$ cat src/rtl/disp_scan_ctrl.sv
// disp_scan_ctrl: time-multiplexed scan driver for an 8-digit 7-segment display.
// Each digit slot is CLK_DIV cycles: BLANK_CYCLES with all anodes off, then the
// selected digit lit. The decoded segments and anode are latched at the
// BLANK->DISPLAY edge and held for the rest of the slot.
// Optional macro DISP_SCAN_DP_EN adds a per-digit decimal point (dp_mask / dp).
module disp_scan_ctrl #(
   parameter int CLK_DIV      = 100000,
   parameter int BLANK_CYCLES = 16,
   parameter int N_DIGITS     = 8
) (
   input  logic       clk,
   input  logic       reset,
   input  logic       en,
   input  logic [7:0] digit_mask,
   input  logic [3:0] digit,
`ifdef DISP_SCAN_DP_EN
   input  logic [7:0] dp_mask,
   output logic       dp,
`endif
   output logic [2:0] sel,
   output logic [7:0] an,
   output logic [6:0] seg,
   output logic       frame_start
);

   localparam int CW = (CLK_DIV > 1) ? $clog2(CLK_DIV) : 1;
   localparam logic [CW-1:0] BLANK_LAST = CW'(BLANK_CYCLES - 1);
   localparam logic [CW-1:0] DISP_LAST  = CW'(CLK_DIV - BLANK_CYCLES - 1);
   localparam logic [2:0]    SEL_LAST   = 3'(N_DIGITS - 1);

   typedef enum logic {BLANK, DISPLAY} state_t;

   state_t        state, state_nx;
   logic [CW-1:0] cnt, cnt_nx;
   logic [2:0]    sel_nx;
   logic [7:0]    an_nx;
   logic [6:0]    seg_nx;
   logic          fs_nx;
   logic          lit;
`ifdef DISP_SCAN_DP_EN
   logic          dp_nx;
`endif

   // Active-low hex decode, bit order {g,f,e,d,c,b,a}.
   function automatic logic [6:0] hex7(input logic [3:0] v);
      case (v)
         4'h0: hex7 = 7'b1000000;
         4'h1: hex7 = 7'b1111001;
         4'h2: hex7 = 7'b0100100;
         4'h3: hex7 = 7'b0110000;
         4'h4: hex7 = 7'b0011001;
         4'h5: hex7 = 7'b0010010;
         4'h6: hex7 = 7'b0000010;
         4'h7: hex7 = 7'b1111000;
         4'h8: hex7 = 7'b0000000;
         4'h9: hex7 = 7'b0010000;
         4'hA: hex7 = 7'b0001000;
         4'hB: hex7 = 7'b0000011;
         4'hC: hex7 = 7'b1000110;
         4'hD: hex7 = 7'b0100001;
         4'hE: hex7 = 7'b0000110;
         default: hex7 = 7'b0001110;
      endcase
   endfunction

   // A digit lights only when the display is enabled and the digit is not masked.
   assign lit = en && digit_mask[sel];

   // State, counter and registered outputs; reset wins over everything.
   always_ff @(posedge clk) begin
      if (reset) begin
         state       <= BLANK;
         cnt         <= '0;
         sel         <= 3'd0;
         an          <= 8'hFF;
         seg         <= 7'h7F;
         frame_start <= 1'b0;
`ifdef DISP_SCAN_DP_EN
         dp          <= 1'b1;
`endif
      end else begin
         state       <= state_nx;
         cnt         <= cnt_nx;
         sel         <= sel_nx;
         an          <= an_nx;
         seg         <= seg_nx;
         frame_start <= fs_nx;
`ifdef DISP_SCAN_DP_EN
         dp          <= dp_nx;
`endif
      end
   end

   // Next-state logic: blank gap, latch digit, hold, then advance the select.
   always_comb begin
      state_nx = state;
      cnt_nx   = cnt + 1'b1;
      sel_nx   = sel;
      an_nx    = an;
      seg_nx   = seg;
      fs_nx    = 1'b0;
`ifdef DISP_SCAN_DP_EN
      dp_nx    = dp;
`endif
      case (state)
         BLANK: begin
            an_nx  = 8'hFF;
            seg_nx = 7'h7F;
`ifdef DISP_SCAN_DP_EN
            dp_nx  = 1'b1;
`endif
            if (cnt == BLANK_LAST) begin
               seg_nx   = hex7(digit);
               an_nx    = lit ? ~(8'b1 << sel) : 8'hFF;
`ifdef DISP_SCAN_DP_EN
               dp_nx    = lit ? ~dp_mask[sel] : 1'b1;
`endif
               cnt_nx   = '0;
               state_nx = DISPLAY;
            end
         end
         default: begin
            if (cnt == DISP_LAST) begin
               an_nx    = 8'hFF;
               seg_nx   = 7'h7F;
`ifdef DISP_SCAN_DP_EN
               dp_nx    = 1'b1;
`endif
               sel_nx   = (sel == SEL_LAST) ? 3'd0 : sel + 3'd1;
               fs_nx    = (sel == SEL_LAST);
               cnt_nx   = '0;
               state_nx = BLANK;
            end
         end
      endcase
      // Disable blanks the outputs immediately but leaves the scan timing running;
      // the display comes back only at the next latch edge.
      if (!en) begin
         an_nx  = 8'hFF;
         seg_nx = 7'h7F;
`ifdef DISP_SCAN_DP_EN
         dp_nx  = 1'b1;
`endif
      end
   end

endmodule

$ cat config.mk
export PLATFORM = sky130hd
export DESIGN_NAME = disp_scan_ctrl
export DESIGN_NICKNAME = d
export VERILOG_FILES = /design/src/rtl/disp_scan_ctrl.sv
export SDC_FILE = /design/constraint.sdc
export NUM_CORES = 1
export LEC_CHECK = 0
export CORE_MARGIN = 2
export CORE_UTILIZATION = 40
export CTS_BUF_LIST = sky130_fd_sc_hd__clkbuf_4
export CTS_CLUSTER_SIZE = 30
export DETAILED_ROUTE_END_ITERATION = 10
export PLACE_DENSITY = 0.65
export SLEW_MARGIN = 0
export SYNTH_ARGS = -nofsm -noshare
export SYNTH_HDL_FRONTEND = slang
export SYNTH_SLANG_ARGS = --single-unit
$ cat constraint.sdc
create_clock -name clk -period 4.89 [get_ports clk]
set_input_delay 0.978 -clock clk [delete_from_list [all_inputs] [get_ports clk]]
set_output_delay 0.978 -clock clk [all_outputs]
set_load 0.01 [all_outputs]
After elaboration in Yosys (flattened, before gate mapping):

Memories as Yosys holds them, arrays and structs flattened.
Index checks and enable logic that the tools add are counted.

* add/subtract/negate cells: 2
* $lt $le $gt $ge: 1
* equal/unequal tests: 4
* shift-type cells: 1
* muxes and demuxes: 16
* bitwise logic cells: 4
* reductions and logical operators: 4

Operators with widths (number)
* 17-bit 2-to-1 mux: 3
* 8-bit 2-to-1 mux: 4
* 7-bit 2-to-1 mux: 3
* 17-bit by 1-bit adder with 17-bit output (second input constant): 1
* 17-bit equality test (second input constant): 1
* 17-bit by 4-bit equality test with 1-bit output (second input constant): 1
* 8-bit NOT: 1
* 1-bit by 3-bit << shifter with 8-bit output (first input constant): 1
* 3-bit by 4-bit < comparator with 1-bit output (second input constant): 1
* 1-bit 2-to-1 mux: 4
* 3-bit by 1-bit adder with 3-bit output (second input constant): 1
* 1-bit binary-select mux with 3-bit select: 1
* 3-bit equality test (second input constant): 1
* 3-bit 2-to-1 mux: 1
* 1-bit NOT: 3
* 3-bit OR reduction: 1
* 2-bit by 1-bit inequality test with 1-bit output (second input constant): 1
* 2-bit AND reduction: 1
* 2-bit OR reduction: 1
* 1-bit logical AND: 1

* bits in registers: 37
* memory bits (read-only): 112
* bits of input ports: 15
* output and inout bits: 19
* logic and storage cells: 39
* memories kept: 1

Memories
* (no name shown): words 16, width 7, rd ports 1, clocked after Yosys merged registers in 0, wr ports 0, RTL line 46 `case (v)`

Logic depth before layout (Yosys ltp):

Gate-level depths: netlist (run 1).

* depth after elaboration: 6
* depth in mapped cells: 7
* depth with buffers taken out: 6

Least setup slack after synthesis (run 1):

Ideal clock, no wire load.

* path type: input to register
* start: in digit[0]
* end: reg seg[3]
* setup time: 0.117 ns
* data arrival time: 1.934 ns
* data required time: 4.773 ns
* slack: 2.839 ns
* cell stages on the path: 5
* buffers on the path: 0
* cell sequence: inv_1 -> ha_1 -> inv_1 -> mux4_2 -> o22a_1

* cells in the longest elaborated chain, start to end: 3

RTL lines
* from (decl): RTL line 15 `input logic [3:0] digit,`
* memory 16 x 7 bit
* 7-bit 2-to-1 mux: RTL line 112 `if (cnt == BLANK_LAST) begin`
* 7-bit 2-to-1 mux: RTL line 105 `case (state)`
* to (signal assigned): RTL line 86 `seg <= seg_nx;`
* to (decl): RTL line 22 `output logic [6:0] seg,`

Every way passes these cells.
A chain may end at the register's enable or synchronous reset.

Final worst setup path (run 1):

* start: reg sel[1]
* end: out sel[1]

RTL lines
* from (decl): RTL line 20 `output logic [2:0] sel,`
* from (signal assigned): RTL line 84 `sel <= sel_nx;`

No word-level cell between the ends.

==> out/results.ini, run 1 <==
[yosys]
number_of_register_bits_inferred_by_synthesis = 37
yosysSeqAreaShare_pct = 37.0
syn_avg_cell_area_sq_um = 9.40
netlist_area_sq_um = 2000
yosysWarnings = 0
synth.lib_cells_used.distinct = 42
syn_nets = 242
netlist_instances = 213

[power_and_ir_drop]
leakage_nw = 0.895
combinationalPowerShare_pct = 8.1
share_seq_of_total_power_pct = 60.7
irDropWorstVdd_v = 0.000125
power.share.switching_pct = 23.4
pwr_density_cell_nw_per_um2 = 207
power_switching_uw = 118
power_report.internal_total_uw = 385
share_of_total_power_in_the_clock_network_pct = 31.2
finalPower_uw = 503

[grt]
pin_count_of_the_biggest_net_entering_global_routing = 28
globalRouteOverflowTotal = 0
grt_first_pass_wirelength_mm = 6.58
grt_pass1_vias = 1425
grt_antenna_before_repair = 0
grt_usage_pct = 15.0

[placed_design]
hpwlAfterDp_mm = 2.89
numPortBuffers = 33
gp_congestion = 0.860

[clock_tree]
clock_path_buffers = 2
clock_tree.htree_level_count = 2
clk_latency_ps = 340
postCtsSetupBuffers = 0
cts-buffers-inserted = 5
post_cts_resize_count = 0
clock_tree_from_tritoncts = yes
ctsHoldBuffers = 0
clk_transition_reported_paths_ps = 100
clockRootBuffer = clkbuf_4
cts.sink_count = 37

[timing]
timing.final.max_slew_violations = 0
max_slew_margin_pct = 51.5
final_min_period_over_clock_period_pct = 51.0
finalWorstPathRequiredPeriod_ps = 2490
totalNegativeSetupSlack_ps = 0
report.final.setup_viol = 0
fmax_mhz = 401
skew_ps = 8.09
hold_viol_final = 0
grt_setup_unrepaired = no
max_slew.worst_pin.slew_ps = 724

[critical_path]
timing.critical_path.cells = clkdlybuf4s50_1
critPathLaunchType = flip-flop
critical_path_class = flip-flop to output pin
critPathRequiredTime_ps = 3910
worst_path_dominant_cell_family = buffers and inverters
cp_slowest_stage_delay_ps = 610
critPathSlowestCell = clkdlybuf4s50_1
crit_buf_inv = 1
crit_path_max_fanout = 9
worst-endpoint-arrival_ps = 1520
worst_setup_path_end_kind = output pin

[run]
max-cap-violations = 0

[layout]
filler_cell_count = 467
layout_common_cells = dfxtp_1, clkdlybuf4s50_1, nor3_1, inv_1, ha_1
antenna_cells = 0
layout_commonest_cell = dfxtp_1
post_route_cells_drive_above_1_share_pct = 8.13
ff_latch_area_sq_um = 741
design.final.nets = 274
areaGrowthSynthToFinish_pct = 21.4
area_of_the_multi_input_gates_sq_um = 1160

[floorplan]
floorplan.die.height_microns = 74.8
floorplan.die_area_sq_um = 5590
floorplan.rows = 25
core_sq_um = 4790
num_io_pins = 34
start_util_pct = 41.9
chipWidth_microns = 74.8

[detailed_routing]
vias = 1616
post_drt_wl_per_cell_microns = 12.4
remaining_drc_errors = 0
drt-total-wl_mm = 3.89
drtAntennaViolNets = 0
first_iter_violations = 58
viasPerCell = 5.16
drt-pass1-iter-count = 4

[min_path]
worst_hold_path_type = flip-flop to flip-flop

[status]
outcome = completed

-- registers in the layout, indices dropped and copies added, names as in the netlist --
| name | flops |
|---|---|
| an | 8 |
| cnt | 17 |
| frame_start | 1 |
| seg | 7 |
| sel | 3 |
| state | 1 |
-- tightest hold or removal path: stages, from the launching register on --
cell and delay (ps):
dfxtp_1 320, inv_1 50, a32oi_1 40
-- layout make-up --
type / instances / area share (%)
well taps: 67 / 3.45
clock buffers: 6 / 1.85
repair buffers: 34 / 13.9
inverters: 14 / 2.16
flip-flops and latches: 37 / 30.5
clock inverters: 2 / 0.412
multi-input cells: 153 / 47.8
-- layer usage --
layer / part of all wire [%] / global-route usage [%]
met1: 51 / 21.5
met2: 45 / 22.8
met3: 3.4 / 3.61
met4: 1.0 / 3.57
met5: 0 / 0
-- power by group through the flow --
stage,Combinational (mW),Clock (mW),Sequential (mW)
after floorplan,0.0236,0,0.312
after global placement,0.0411,0,0.312
after detailed placement,0.0411,0,0.312
after CTS,0.0413,0.165,0.305
after global routing,0.0459,0.178,0.306
final,0.0409,0.157,0.305
-- kinds of logic (layout without fill, tap and decap cells) --
| group | count (synthesis) | in the layout | share of synthesized area, % |
|---|---|---|---|
| adders and majority gates | 14 | 14 | 8.74 |
| buffers and inverters | 23 | 56 | 5.06 |
| and+or+nand+nor | 83 | 83 | 22.9 |
| xor gates and xnor gates | 14 | 14 | 6.12 |
| DFF | 37 | 37 | 37.0 |
| muxes | 9 | 9 | 5.81 |
| AOI/OAI and AO/OA | 33 | 33 | 14.4 |
-- synth_stat cells, drive strengths merged --
library cell,n,area share (%)
a211oi,2,1.0
a21oi,4,1.6
a22oi,1,0.37
a2bb2oi,7,3.4
a311o,1,0.50
a31oi,1,0.31
a32oi,7,3.1
and3,8,2.5
buf,5,1.7
clkbuf,4,0.75
dfxtp,37,37
ha,14,8.7
inv,14,2.6
mux2,1,0.56
mux2i,6,3.0
mux4,2,2.2
nand2,13,2.4
nand2b,5,1.6
nand3,12,3.6
nand4,3,0.94
nor2,9,1.7
nor2b,2,0.62
nor3,21,5.5
nor3b,1,0.37
nor4,7,2.8
nor4b,1,0.44
o211a,1,0.50
o211ai,1,1.1
o21ai,4,1.0
o22a,2,0.87
o31ai,1,0.37
o41ai,1,0.44
or4,1,0.37
xnor2,11,4.8
xor2,3,1.3
-- stage by stage --
step                setup WS [ps]  instances  util, %  hold WS (ps)  area [sq um]
global route                 2310        313     50.8           465          2430
finish                       2400        313     50.8           453          2430
floorplan                    2840        213        -           452          2000
detailed placement           2120        305     49.6           434          2380
global placement             2140        305     49.6           435          2380
CTS                          2370        313     50.8           455          2430
-- final timing paths --
kind	from	endpoint	slack (ps)	cells past startpoint
worst max-delay path	sel[1]$_SDFFE_PP0P_	sel[1]	2400	1
worst min-delay path	an[1]$_SDFFE_PP1P_	an[1]$_SDFFE_PP1P_	450	2
worst max register to register	cnt[0]$_SDFF_PP0_	an[4]$_SDFFE_PP1P_	2730	5
worst min register to register	an[1]$_SDFFE_PP1P_	an[1]$_SDFFE_PP1P_	450	2
No activity file was read; power rests on OpenSTA's default activity.
==> inputs of run 2 (changes only) <==
==> constraint.sdc (replaced) <==
create_clock -name clk -period 2.5 [get_ports clk]
set_input_delay 0.5 -clock clk [delete_from_list [all_inputs] [get_ports clk]]
set_output_delay 0.5 -clock clk [all_outputs]
set_load 0.01 [all_outputs]
==> out/results.ini, run 2 (same netlist as run 1, synthesis figures left out) <==
[status]
outcome = completed  ; unchanged

[floorplan]
core_sq_um = 4790  ; unchanged
floorplan.die_area_sq_um = 5590  ; unchanged
chipWidth_microns = 74.8  ; unchanged
num_io_pins = 34  ; unchanged
floorplan.rows = 25  ; unchanged
floorplan.die.height_microns = 74.8  ; unchanged
start_util_pct = 41.9  ; unchanged

[critical_path]
worstSetupStartpoint = sel[1]$_SDFFE_PP0P_  ; unchanged
critical_path_class = flip-flop to output pin  ; unchanged
crit_buf_inv = 1  ; unchanged
r2r-start = cnt[0]$_SDFF_PP0_  ; unchanged
worst-endpoint-arrival_ps = 1500  ; was 1520 ps
critPathRequiredTime_ps = 2000  ; was 3910 ps
worst_path_dominant_cell_family = buffers and inverters  ; unchanged
reg2regPathDepth = 5  ; unchanged
timing.rr.end = sel[0]$_SDFFE_PP0P_  ; was an[4]$_SDFFE_PP1P_
timing.critical_path.cells = clkdlybuf4s50_1  ; unchanged
critPathLaunchType = flip-flop  ; unchanged
setup.worst_path.end = sel[1]  ; unchanged
cp_slowest_stage_delay_ps = 610  ; about the same
crit_path_max_fanout = 9  ; unchanged
worst_setup_path_end_kind = output pin  ; unchanged
path_depth = 1  ; unchanged
worst-r2r-setup-slack_ps = 640  ; was 2730 ps
critPathSlowestCell = clkdlybuf4s50_1  ; unchanged

[grt]
grt_usage_pct = 16.2  ; was 15.0%
grt_antenna_before_repair = 0  ; unchanged
globalRouteOverflowTotal = 0  ; unchanged
pin_count_of_the_biggest_net_entering_global_routing = 26  ; was 28
grt_pass1_vias = 1570  ; was 1425
grt_first_pass_wirelength_mm = 7.04  ; was 6.58 mm

[power_and_ir_drop]
pwr_density_cell_nw_per_um2 = 405  ; was 207 nW/um^2
irDropWorstVdd_v = 0.000230  ; was 0.000125 V
leakage_nw = 0.901  ; was 0.895 nW

[timing]
skew_ps = 11.8  ; was 8.09 ps
report.final.setup_viol = 0  ; unchanged
totalNegativeSetupSlack_ps = 0  ; unchanged
final_min_period_over_clock_period_pct = 80.2
max_slew_margin_pct = 69.0  ; was 51.5%
finalWorstPathRequiredPeriod_ps = 2000
fmax_mhz = 499
timing.final.max_slew_violations = 0  ; unchanged
hold_viol_final = 0  ; unchanged
max_slew.worst_pin.slew_ps = 465  ; was 724 ps
grt_setup_unrepaired = no  ; unchanged

[layout]
filler_cell_count = 464  ; was 467
largest_reg_flops = 17  ; unchanged
registers.top_by_ff_count = cnt  ; unchanged
design.final.nets = 276  ; was 274
areaGrowthSynthToFinish_pct = 22.1  ; was 21.4%
largest_registers = cnt (17), an (8), seg (7)  ; unchanged
layout_commonest_cell = dfxtp_1  ; unchanged
layout_common_cells = dfxtp_1, clkdlybuf4s50_1, nor3_1, inv_1, ha_1  ; unchanged
post_route_cells_drive_above_1_share_pct = 8.87  ; was 8.13%
ff_latch_area_sq_um = 741  ; unchanged
antenna_cells = 0  ; unchanged
area_of_the_multi_input_gates_sq_um = 1160  ; unchanged
finalNonFillerCells = 315  ; was 313

[placed_design]
gp_congestion = 0.777  ; was 0.860
numPortBuffers = 33  ; unchanged
hpwlAfterDp_mm = 2.89  ; about the same
placed_cells_incl_taps = 307  ; was 305

[clock_tree]
cts-buffers-inserted = 5  ; unchanged
postCtsSetupBuffers = 0  ; unchanged
ctsHoldBuffers = 0  ; unchanged
clk_transition_reported_paths_ps = 110  ; was 100 ps
clock_tree_from_tritoncts = yes  ; unchanged
cts.sink_count = 37  ; unchanged
post_cts_resize_count = 0  ; unchanged
clock_tree.htree_level_count = 2  ; unchanged
clock_path_buffers = 2  ; unchanged
clockRootBuffer = clkbuf_4  ; unchanged
clk_latency_ps = 340  ; about the same

[detailed_routing]
first_iter_violations = 67  ; was 58
drtAntennaViolNets = 0  ; unchanged
drt-total-wl_mm = 3.99  ; was 3.89 mm
vias = 1669  ; was 1616
drt-pass1-iter-count = 4  ; unchanged
post_drt_wl_per_cell_microns = 12.7  ; was 12.4 microns
remaining_drc_errors = 0  ; unchanged
viasPerCell = 5.30  ; was 5.16

[min_path]
worst_hold_path.num_cells = 2  ; unchanged
worst_hold_path_type = flip-flop to flip-flop  ; unchanged

[run]
max-cap-violations = 0  ; unchanged

[run 2: cell count changes in the layout (fill, tap and decap cells not counted), sizes merged]
| cell | before | now |
|---|---|---|
| buf | 1 | 3 |
| clkbuf | 6 | 5 |
| clkinvlp | 0 | 1 |
[run 2: worst min path at each step]
stage                     slack [ps]                from                 end
after floorplan                  450   cnt[0]$_SDFF_PP0_   cnt[0]$_SDFF_PP0_
after global placement           430  an[2]$_SDFFE_PP1P_  an[2]$_SDFFE_PP1P_
after detailed placement         430  an[0]$_SDFFE_PP1P_  an[0]$_SDFFE_PP1P_
after CTS                        450  an[4]$_SDFFE_PP1P_  an[4]$_SDFFE_PP1P_
after global routing             470  an[2]$_SDFFE_PP1P_  an[2]$_SDFFE_PP1P_
final                            450  an[0]$_SDFFE_PP1P_  an[0]$_SDFFE_PP1P_
[run 2: through the flow]
step           hold slack (ps)  power, mW  utilization, %  worst slack [ps]  instance area, sq um
2_1_floorplan              452      0.656               -               885                  2000
4_1_cts                    452       1.01            51.1               468                  2450
5_1_grt                    467       1.04            51.1               390                  2450
3_5_place_dp               433      0.692            50.0               220                  2390
6_report                   449      0.992            51.1               496                  2450
3_3_place_gp               432      0.691            50.0               246                  2390
[run 2: where the power goes]
part	internal (mW)	total [mW]	leakage, nW	switching (mW)
Combinational	0.0434	0.0822	0.571	0.0388
Sequential	0.593	0.597	0.299	0.00400
Clock	0.106	0.312	0.0310	0.206
Total	0.743	0.992	0.901	0.249
[run 2: cell type report]
type | instances | area share (%)
inverters | 14 | 2.15
flip-flops and latches | 37 | 30.3
clock inverters | 3 | 0.716
repair buffers | 36 | 14.4
multi-input cells | 153 | 47.5
clock buffers | 5 | 1.53
well taps | 67 | 3.43
[run 2: metal layers]
layer / GRT usage (%) / wire length (microns) / up-vias
li1: - / - / 843
met1: 21.0 / 1900 / 779
met2: 26.4 / 1860 / 42
met3: 3.61 / 189 / 5
met4: 6.15 / 40 / 0
met5: 0 / 0 / -
==> inputs of run 3 (changes only) <==
--- a/config.mk
+++ b/config.mk
@@ -10,7 +10,7 @@
 export CTS_BUF_LIST = sky130_fd_sc_hd__clkbuf_4
 export CTS_CLUSTER_SIZE = 30
 export DETAILED_ROUTE_END_ITERATION = 10
-export PLACE_DENSITY = 0.65
+export PLACE_DENSITY = 0.67
 export SLEW_MARGIN = 0
 export SYNTH_ARGS = -nofsm -noshare
 export SYNTH_HDL_FRONTEND = slang
==> constraint.sdc (replaced) <==
create_clock -name clk -period 1.73 [get_ports clk]
set_input_delay 0.346 -clock clk [delete_from_list [all_inputs] [get_ports clk]]
set_output_delay 0.346 -clock clk [all_outputs]
set_load 0.01 [all_outputs]
==> out/results.ini, run 3 (same netlist as run 1, synthesis figures left out) <==
[clock_tree]
ctsHoldBuffers = 0  ; unchanged
clockRootBuffer = clkbuf_4  ; unchanged
clock_path_buffers = 2  ; unchanged
cts-buffers-inserted = 5  ; unchanged
clock_tree_from_tritoncts = yes  ; unchanged
clock_tree.htree_level_count = 2  ; unchanged
clk_latency_ps = 340  ; about the same
clk_transition_reported_paths_ps = 110  ; about the same
postCtsSetupBuffers = 0  ; unchanged
cts.sink_count = 37  ; unchanged

[critical_path]
critical_path_class = flip-flop to output pin  ; unchanged
worst_path_dominant_cell_family = buffers and inverters  ; unchanged
critPathRequiredTime_ps = 1380  ; was 2000 ps
critPathLaunchType = flip-flop  ; unchanged
worst-endpoint-arrival_ps = 1310  ; was 1500 ps
crit_buf_inv = 1  ; unchanged
critPathSlowestCell = clkdlybuf4s50_1  ; unchanged
timing.critical_path.cells = clkdlybuf4s50_1  ; unchanged
cp_slowest_stage_delay_ps = 560  ; was 610 ps
worst_setup_path_end_kind = output pin  ; unchanged
crit_path_max_fanout = 4  ; was 9

[floorplan]
floorplan.die_area_sq_um = 5590  ; unchanged
start_util_pct = 41.9  ; unchanged
chipWidth_microns = 74.8  ; unchanged
floorplan.rows = 25  ; unchanged
num_io_pins = 34  ; unchanged
floorplan.die.height_microns = 74.8  ; unchanged
core_sq_um = 4790  ; unchanged

[placed_design]
gp_congestion = 0.810  ; was 0.777
dpl-instance-area_sq_um = 2570  ; was 2390 sq um
placed_cells_incl_taps = 329  ; was 307
numPortBuffers = 33  ; unchanged
hpwlAfterDp_mm = 3.18  ; was 2.89 mm

[grt]
pin_count_of_the_biggest_net_entering_global_routing = 18  ; was 26
grt_pass1_vias = 1706  ; was 1570
grt_usage_pct = 16.9  ; was 16.2%
grt_first_pass_wirelength_mm = 7.29  ; was 7.04 mm
grt_antenna_before_repair = 0  ; unchanged
globalRouteOverflowTotal = 0  ; unchanged

[layout]
layout_common_cells = dfxtp_1, clkdlybuf4s50_1, buf_4, nor3_1  ; was dfxtp_1, clkdlybuf4s50_1, nor3_1, inv_1, ha_1
layout_commonest_cell = dfxtp_1  ; unchanged
registers.top_by_ff_count = cnt  ; unchanged
finalNonFillerCells = 337  ; was 315
area_of_the_multi_input_gates_sq_um = 1180  ; was 1160 sq um
post_route_cells_drive_above_1_share_pct = 17.0  ; was 8.87%
largest_reg_flops = 17  ; unchanged
antenna_cells = 0  ; unchanged
design.final.nets = 298  ; was 276
largest_registers = cnt (17), an (8), seg (7)  ; unchanged
final_area_sq_um = 2640  ; was 2450 sq um
ff_latch_area_sq_um = 748  ; was 741 sq um
filler_cell_count = 450  ; was 464
areaGrowthSynthToFinish_pct = 31.9  ; was 22.1%

[timing]
report.final.setup_viol = 0  ; unchanged
hold_viol_final = 0  ; unchanged
grt_setup_unrepaired = no  ; unchanged
finalWorstPathRequiredPeriod_ps = 1650
final_min_period_over_clock_period_pct = 95.5
max_slew_margin_pct = 75.2  ; was 69.0%
timing.final.max_slew_violations = 0  ; unchanged
fmax_mhz = 605
max_slew.worst_pin.slew_ps = 369  ; was 465 ps
skew_ps = 8.77  ; was 11.8 ps

[detailed_routing]
drt-pass1-iter-count = 4  ; unchanged
drt-total-wl_mm = 4.27  ; was 3.99 mm
vias = 1737  ; was 1669
remaining_drc_errors = 0  ; unchanged
viasPerCell = 5.15  ; was 5.30
first_iter_violations = 50  ; was 67
drtAntennaViolNets = 0  ; unchanged
post_drt_wl_per_cell_microns = 12.7  ; about the same

[power_and_ir_drop]
irDropWorstVdd_v = 0.000500  ; was 0.000230 V
pwr_density_cell_nw_per_um2 = 544  ; was 405 nW/um^2
leakage_nw = 1.02  ; was 0.901 nW

[min_path]
worst_hold_path_type = flip-flop to flip-flop  ; unchanged

[status]
outcome = completed  ; unchanged

[run]
max-cap-violations = 0  ; unchanged

-- run 3: cell types whose count changed in the layout (fill, tap and decap cells not counted), sizes merged --
cell           change
buf               +22
clkdlybuf4s50      -1
clkinv             +1
clkinvlp           -1
dlygate4sd2        +1
-- run 3: timing repair --
| item | in CTS | in global routing |
|---|---|---|
| setup endpoints to repair | 2 | 22 |
| resized for setup | 4 | 4 |
| endpoints found under the hold margin | 0 | 0 |
-- run 3: final timing paths --
kind | startpoint | end | slack [ps] | cells after the start
setup / recovery | sel[2]$_SDFFE_PP0P_ | sel[2] | 80 | 1
hold / removal | an[5]$_SDFFE_PP1P_ | an[5]$_SDFFE_PP1P_ | 450 | 2
setup reg to reg | cnt[0]$_SDFF_PP0_ | cnt[16]$_SDFF_PP0_ | 100 | 5
hold reg to reg | an[5]$_SDFFE_PP1P_ | an[5]$_SDFFE_PP1P_ | 450 | 2
-- run 3: where the power goes --
part           total (mW)  internal (mW)  switching (mW)
clock network       0.435          0.147           0.288
registers           0.859          0.854         0.00433
logic               0.143         0.0810          0.0615
total                1.44           1.08           0.353
-- run 3: area by class of cell --
class                           count  share of cell area, %
Clock buffer                        5                   1.42
Tap cell                           67                   3.17
Inverter                           14                   1.99
Timing Repair Buffer               58                   20.0
Clock inverter                      3                  0.474
Sequential cell                    37                   28.3
Multi-Input combinational cell    153                   44.6
-- run 3: metal layers --
layer	GRT usage (%)	vias up	routed length (microns)
met5	0	-	0
li1	-	892	-
met3	3.61	7	145
met2	29.0	29	2020
met1	20.8	809	2040
met4	6.75	0	66
-- run 3: tightest hold or removal path, cell delays in order, from the launching register on --
cell	delay [ps]
dfxtp_1	330
inv_1	50
a32oi_1	40
-- run 3: metrics by stage --
step | hold slack, ps | worst slack [ps] | TNS (ps) | utilization [%] | power, mW
6_report | 450 | 78.2 | 0 | 55.2 | 1.44
5_1_grt | 467 | 17.9 | 0 | 55.2 | 1.49
4_1_cts | 454 | 36.2 | 0 | 54.8 | 1.45
3_5_place_dp | 434 | -266 | -863 | 53.7 | 1.02
3_3_place_gp | 436 | -199 | -644 | 53.7 | 1.02
2_1_floorplan | 452 | 115 | 0 | - | 0.948
